File: src/rtl/game_ctrl.sv
// Game-flow controller: IDLE/PLAY/DEAD sequencing, BCD score with high score,
// grace window after start, and the game-over flash, all advanced per video frame.
module game_ctrl #(
  parameter int unsigned GRACE_FRAMES = 30,
  parameter int unsigned DEAD_FRAMES  = 120,
  parameter int unsigned BLINK_FRAMES = 15
) (
  input  logic       clk,
  input  logic       rst,
  input  logic       frame,
  input  logic       start,
  input  logic       hit,
  input  logic       in_gap,
  input  logic       inc_score,
  output logic       playing,
  output logic       game_over,
  output logic       freeze,
  output logic       flash,
  output logic [7:0] score,
  output logic [7:0] hi_score,
  output logic       score_pulse
);

  typedef enum logic [1:0] {
    S_IDLE = 2'd0,
    S_PLAY = 2'd1,
    S_DEAD = 2'd2
  } state_e;

  localparam logic [7:0] GRACE_INIT = 8'(GRACE_FRAMES);
  localparam logic [7:0] DEAD_INIT  = 8'(DEAD_FRAMES);
  localparam logic [7:0] BLINK_INIT = 8'(BLINK_FRAMES);
  localparam logic [7:0] SCORE_MAX  = 8'h99;

  state_e     state_q, state_d;
  logic [7:0] score_q, score_d;
  logic [7:0] hi_score_q, hi_score_d;
  logic [7:0] grace_q, grace_d;
  logic [7:0] dead_q, dead_d;
  logic [7:0] blink_q, blink_d;
  logic       flash_q, flash_d;
  logic       score_pulse_q, score_pulse_d;
  logic       start_q;
  logic       inc_prev_q, inc_prev_d;

  logic start_rise;
  logic collision;
  logic score_event;

  // Saturating two-digit BCD increment.
  function automatic logic [7:0] bcd_inc(input logic [7:0] v);
    logic [7:0] r;
    if (v == SCORE_MAX) begin
      r = v;
    end else if (v[3:0] == 4'd9) begin
      r = {v[7:4] + 4'd1, 4'd0};
    end else begin
      r = {v[7:4], v[3:0] + 4'd1};
    end
    return r;
  endfunction

  always_comb begin
    // NOTE: every variable driven here gets a default first, so no path can leave it unassigned and infer a latch.
    state_d       = state_q;
    score_d       = score_q;
    hi_score_d    = hi_score_q;
    grace_d       = grace_q;
    dead_d        = dead_q;
    blink_d       = blink_q;
    flash_d       = flash_q;
    score_pulse_d = 1'b0;
    inc_prev_d    = frame ? inc_score : inc_prev_q;
    start_rise    = start & ~start_q;
    collision     = 1'b0;
    score_event   = 1'b0;

    unique case (state_q)
      S_IDLE: begin
        if (start_rise) begin
          state_d    = S_PLAY;
          score_d    = 8'h00;
          grace_d    = GRACE_INIT;
          inc_prev_d = 1'b0;
        end
      end

      S_PLAY: begin
        if (frame) begin
          // Collisions are judged against the grace count held before this frame's decrement.
          collision   = hit & ~in_gap & (grace_q == 8'd0);
          score_event = inc_score & ~inc_prev_q;
          if (grace_q != 8'd0) begin
            grace_d = grace_q - 8'd1;
          end
          if (collision) begin
            state_d = S_DEAD;
            if (score_q > hi_score_q) begin
              hi_score_d = score_q;
            end
            dead_d  = DEAD_INIT;
            blink_d = BLINK_INIT;
            flash_d = 1'b1;
          end else if (score_event && score_q != SCORE_MAX) begin
            score_d       = bcd_inc(score_q);
            score_pulse_d = 1'b1;
          end
        end
      end

      S_DEAD: begin
        if (frame) begin
          if (dead_q != 8'd0) begin
            dead_d = dead_q - 8'd1;
          end
          if (blink_q == 8'd1) begin
            blink_d = BLINK_INIT;
            flash_d = ~flash_q;
          end else begin
            blink_d = blink_q - 8'd1;
          end
        end
        // Restart only once the dead window has fully elapsed.
        if (start_rise && dead_q == 8'd0) begin
          state_d    = S_PLAY;
          score_d    = 8'h00;
          grace_d    = GRACE_INIT;
          inc_prev_d = 1'b0;
          flash_d    = 1'b0;
        end
      end

      default: begin
        state_d = S_IDLE;
      end
    endcase
  end

  // NOTE: sequential state uses non-blocking assignments so every register samples pre-edge values.
  always_ff @(posedge clk or posedge rst) begin
    if (rst) begin
      state_q       <= S_IDLE;
      score_q       <= 8'h00;
      hi_score_q    <= 8'h00;
      grace_q       <= 8'd0;
      dead_q        <= 8'd0;
      blink_q       <= 8'd0;
      flash_q       <= 1'b0;
      score_pulse_q <= 1'b0;
      start_q       <= 1'b0;
      inc_prev_q    <= 1'b0;
    end else begin
      state_q       <= state_d;
      score_q       <= score_d;
      hi_score_q    <= hi_score_d;
      grace_q       <= grace_d;
      dead_q        <= dead_d;
      blink_q       <= blink_d;
      flash_q       <= flash_d;
      score_pulse_q <= score_pulse_d;
      start_q       <= start;
      inc_prev_q    <= inc_prev_d;
    end
  end

  assign playing     = (state_q == S_PLAY);
  assign game_over   = (state_q == S_DEAD);
  assign freeze      = (state_q != S_PLAY);
  assign flash       = flash_q;
  assign score       = score_q;
  assign hi_score    = hi_score_q;
  assign score_pulse = score_pulse_q;

endmodule

File: config.mk
export PLATFORM = sky130hd
export DESIGN_NAME = game_ctrl
export DESIGN_NICKNAME = d
export VERILOG_FILES = /design/src/rtl/game_ctrl.sv
export SDC_FILE = /design/constraint.sdc
export NUM_CORES = 1
export LEC_CHECK = 0
export ABC_AREA = 1
export CORE_ASPECT_RATIO = 0.9
export CORE_MARGIN = 8
export CORE_UTILIZATION = 23
export DETAILED_ROUTE_END_ITERATION = 8
export SLEW_MARGIN = 20
export SYNTH_ARGS = -nofsm -noshare
export SYNTH_HDL_FRONTEND = slang
export SYNTH_SLANG_ARGS = --single-unit
File: constraint.sdc
create_clock -name clk -period 2 [get_ports clk]
set_input_delay 0.3 -clock clk [delete_from_list [all_inputs] [get_ports clk]]
set_output_delay 0.3 -clock clk [all_outputs]
set_load 0.03 [all_outputs]
==> flow_summary.json <==
{
  "swShare_pct": 42.09,
  "seq_area_frac_synth_pct": 38.48,
  "finish.net_count": 463,
  "critPathArrivalTime_ps": 1540,
  "clockPowerShare_pct": 22.3,
  "grt_overflow": 0,
  "num_io_pins": 28,
  "hold_crit_class": "in -> async",
  "worst_slew_pin_slew_ps": 321.3,
  "power.density_cell_area_nw_per_um2": 1040,
  "min_period_over_period_pct": 92.04,
  "slowest_delay_ps": 740,
  "detail_route.wl_per_cell_um": 11.14,
  "vdd.ir_drop.worst_uv": 538.4,
  "cts_bufs_inserted": 5,
  "required_time_of_the_worst_setup_path_ps": 1700,
  "timing.final.setup_violations": 0,
  "floorplan.die_area_um2": 16920,
  "first_pass_grt_wire_length_um": 11630,
  "yosys.area_share.adder_pct": 7.528,
  "clock_tree_from_tritoncts": "yes",
  "synth_top_cell_by_area": "sky130_fd_sc_hd__dfrtp_1",
  "yosys_register_bits": 46,
  "drive_gt1_share_pct": 10.02,
  "antenna-diode-count": 0,
  "seqPwrFrac_pct": 36.6,
  "critical_path_buf_inv_count": 1,
  "max_clock_freq_ghz": 0.5433,
  "family_with_the_most_delay_on_the_worst_path": "buffers and inverters",
  "yosys_most_used_dff": "sky130_fd_sc_hd__dfrtp_1",
  "crit_path_top_delay_cell": "sky130_fd_sc_hd__clkdlybuf4s50_1",
  "die_x_um": 136.2,
  "grt_setup_unrepaired": "false",
  "clk_transition_reported_paths_ps": 70,
  "grt_max_degree": 47,
  "layout.cells.non_filler": 603,
  "clkLatencyLatePin_ps": 290,
  "synth_edf_count": 0,
  "fp-row-count": 39,
  "leakagePower_nw": 1.826,
  "timing.max_cap.violations": 0,
  "numClockSinks": 46,
  "comb_power_share_pct": 41.2,
  "clk_root_buffer_cell": "sky130_fd_sc_hd__clkbuf_16",
  "grt.total_usage_pct": 8.531,
  "cts_hold_buffers": 0,
  "synth_cell_type_count": 34,
  "clockBufferDepth": 2,
  "synthToLayoutAreaGrowth_pct": 21.29,
  "detail_route.drc_violations": 0,
  "share_of_yosys_cell_area_claimed_by_the_top_area_cell_type_pct": 38.48,
  "final_cell_area_um2": 3628,
  "power_switching_mw": 1.588,
  "synth_cells": 403,
  "cp-start-kind": "register",
  "path_cells": "clkdlybuf4s50_1",
  "drt-initial-drc-count": 94,
  "postSynthAreaPerCell_um2": 7.423,
  "mappedNetlistArea_um2": 2992,
  "dp.cells": 595,
  "mappedNetlistNets": 428,
  "io_buffer_count": 27,
  "criticalPathCategory": "reg -> out",
  "synth.most_common_cell": "sky130_fd_sc_hd__nand2_1",
  "place_hpwl_um": 5115,
  "synth_top_family_by_area": "simple AND/OR/NAND/NOR gates",
  "yosys_warnings": 0,
  "place.gp.congestion": 0.7425,
  "ranking_of_synthesized_cells_by_area": "sky130_fd_sc_hd__dfrtp_1 (38%), sky130_fd_sc_hd__nand2_1 (15%), sky130_fd_sc_hd__ha_1 (7.5%)",
  "cell_internal_pwr_mw": 2.185,
  "min_clock_period_post_route_ps": 1841,
  "core_area_um2": 12690,
  "via_count": 2561,
  "run_status": "complete, no violations",
  "htree_num_levels": 2,
  "routed_via_density": 4.247,
  "finalWirelength_um": 6719,
  "sum_of_negative_setup_slack_ps": 0,
  "floorplan.die.height_um": 124.2,
  "synth.mux.area_fraction_pct": 0.3346,
  "first_global_vias": 2548,
  "yosys.area_share.xor_xnor_pct": 2.928,
  "antenna_found_initial": 0,
  "yosys.area_share.simple_pct": 33.33,
  "drt_first_pass_iters": 4,
  "postSynth.asyncResetShare_pct": 100.0,
  "slew_violations": 0,
  "timing.reg2reg.setup_slack_ps": 210,
  "synth_area_in_compound_gates_pct": 7.821,
  "initial_core_util_pct": 23.58,
  "synth_common_cells": "sky130_fd_sc_hd__nand2_1 (117), sky130_fd_sc_hd__inv_1 (58), sky130_fd_sc_hd__dfrtp_1 (46), sky130_fd_sc_hd__nor2_1 (40), sky130_fd_sc_hd__nand3_1 (26)",
  "endpoint_kind": "output pin",
  "antenna_left": 0,
  "crit_path_max_fanout": 7,
  "post-layout-total-power_mw": 3.773,
  "timing.max_slew.rel_slack_pct": 78.52,
  "placedInstanceArea_um2": 3473,
  "final_hold_viol_count": 0,
  "fin_worst_skew_ps": 4.528
}
==> sequential cells by signal, indices dropped and copies added, names as in the netlist <==
signal	flops
blink_q	8
dead_q	8
flash	1
grace_q	8
hi_score	8
inc_prev_q	1
score	8
score_pulse	1
start_q	1
state_q	2
==> worst paths after layout <==
check / cells past startpoint / end / startpoint
max: 1 / score[2] / score[2]
min: 3 / score_pulse / rst
max reg2reg: 11 / score[1] / score[0]
min reg2reg: 1 / dead_q[0] / dead_q[0]
max in group asynchronous: 3 / score[1] / rst
min in group clk: 1 / start_q / start
==> cell usage in the layout (no fill, tap or decap), drive strengths merged <==
cell type,synthesis,layout
a211oi,1,1
a21oi,8,8
a22oi,1,1
buf,6,9
clkbuf,0,5
clkdlybuf4s50,0,24
clkinv,1,3
clkinvlp,0,1
dfrtp,46,46
dlymetal6s2s,0,1
ha,18,18
inv,61,61
mux2i,1,1
nand2,123,123
nand3,30,30
nand3b,3,3
nand4,5,5
nor2,48,48
nor3,6,6
nor3b,1,1
o211ai,2,2
o21a,2,2
o21ai,28,28
or2,2,2
xnor2,5,5
xor2,5,5
==> routing by layer <==
layer | global-route usage [%] | part of all wire [%] | vias up | wire [um]
li1 | - | - | 1334 | -
met1 | 9.949 | 46 | 1190 | 3105
met2 | 14.89 | 48 | 31 | 3258
met3 | 2.097 | 3.5 | 6 | 235
met4 | 3.290 | 1.8 | 0 | 119
met5 | 0 | 0 | - | 0
==> area by class of cell <==
class                           count  area, um^2
Clock buffer                        5       125.1
Clock inverter                      3       21.27
Fill cell                        1374        9059
Inverter                           62       232.7
Multi-Input combinational cell    289        1559
Sequential cell                    46        1152
Tap cell                          164       205.2
Timing Repair Buffer               34       332.8
==> kinds of logic after synthesis <==
group / count (synthesis)
AND/OR/NAND/NOR: 218
multiplexers: 1
AO/OA/AOI/OAI: 42
adder cells (fa/ha/maj): 18
buffers and inverters: 68
XOR/XNOR: 10
flip-flops: 46
==> metrics by stage <==
stage	util (%)	hold WS, ps	setup slack [ps]
2_1_floorplan	-	331.4	260.4
3_3_place_gp	27.38	467.3	198.8
3_5_place_dp	27.38	474.7	186.4
4_1_cts	28.53	393.3	3.604
5_1_grt	28.60	430.0	14.61
6_report	28.60	379.6	159.3
==> what timing repair did <==
action | CTS | global route
setup endpoints to repair | 0 | 8
gates resized for setup | 0 | 3
buffers inserted | 0 | 0
==> power groups by stage <==
stage / logic, mW / clock network (mW) / registers [mW]
CTS: 1.57 / 0.878 / 1.37
global route: 1.79 / 0.907 / 1.41
finish: 1.55 / 0.841 / 1.38
detailed placement: 1.56 / 0 / 1.39
floorplan: 1.17 / 0 / 1.40
global placement: 1.52 / 0 / 1.38
(Power assumes the default switching activity.)
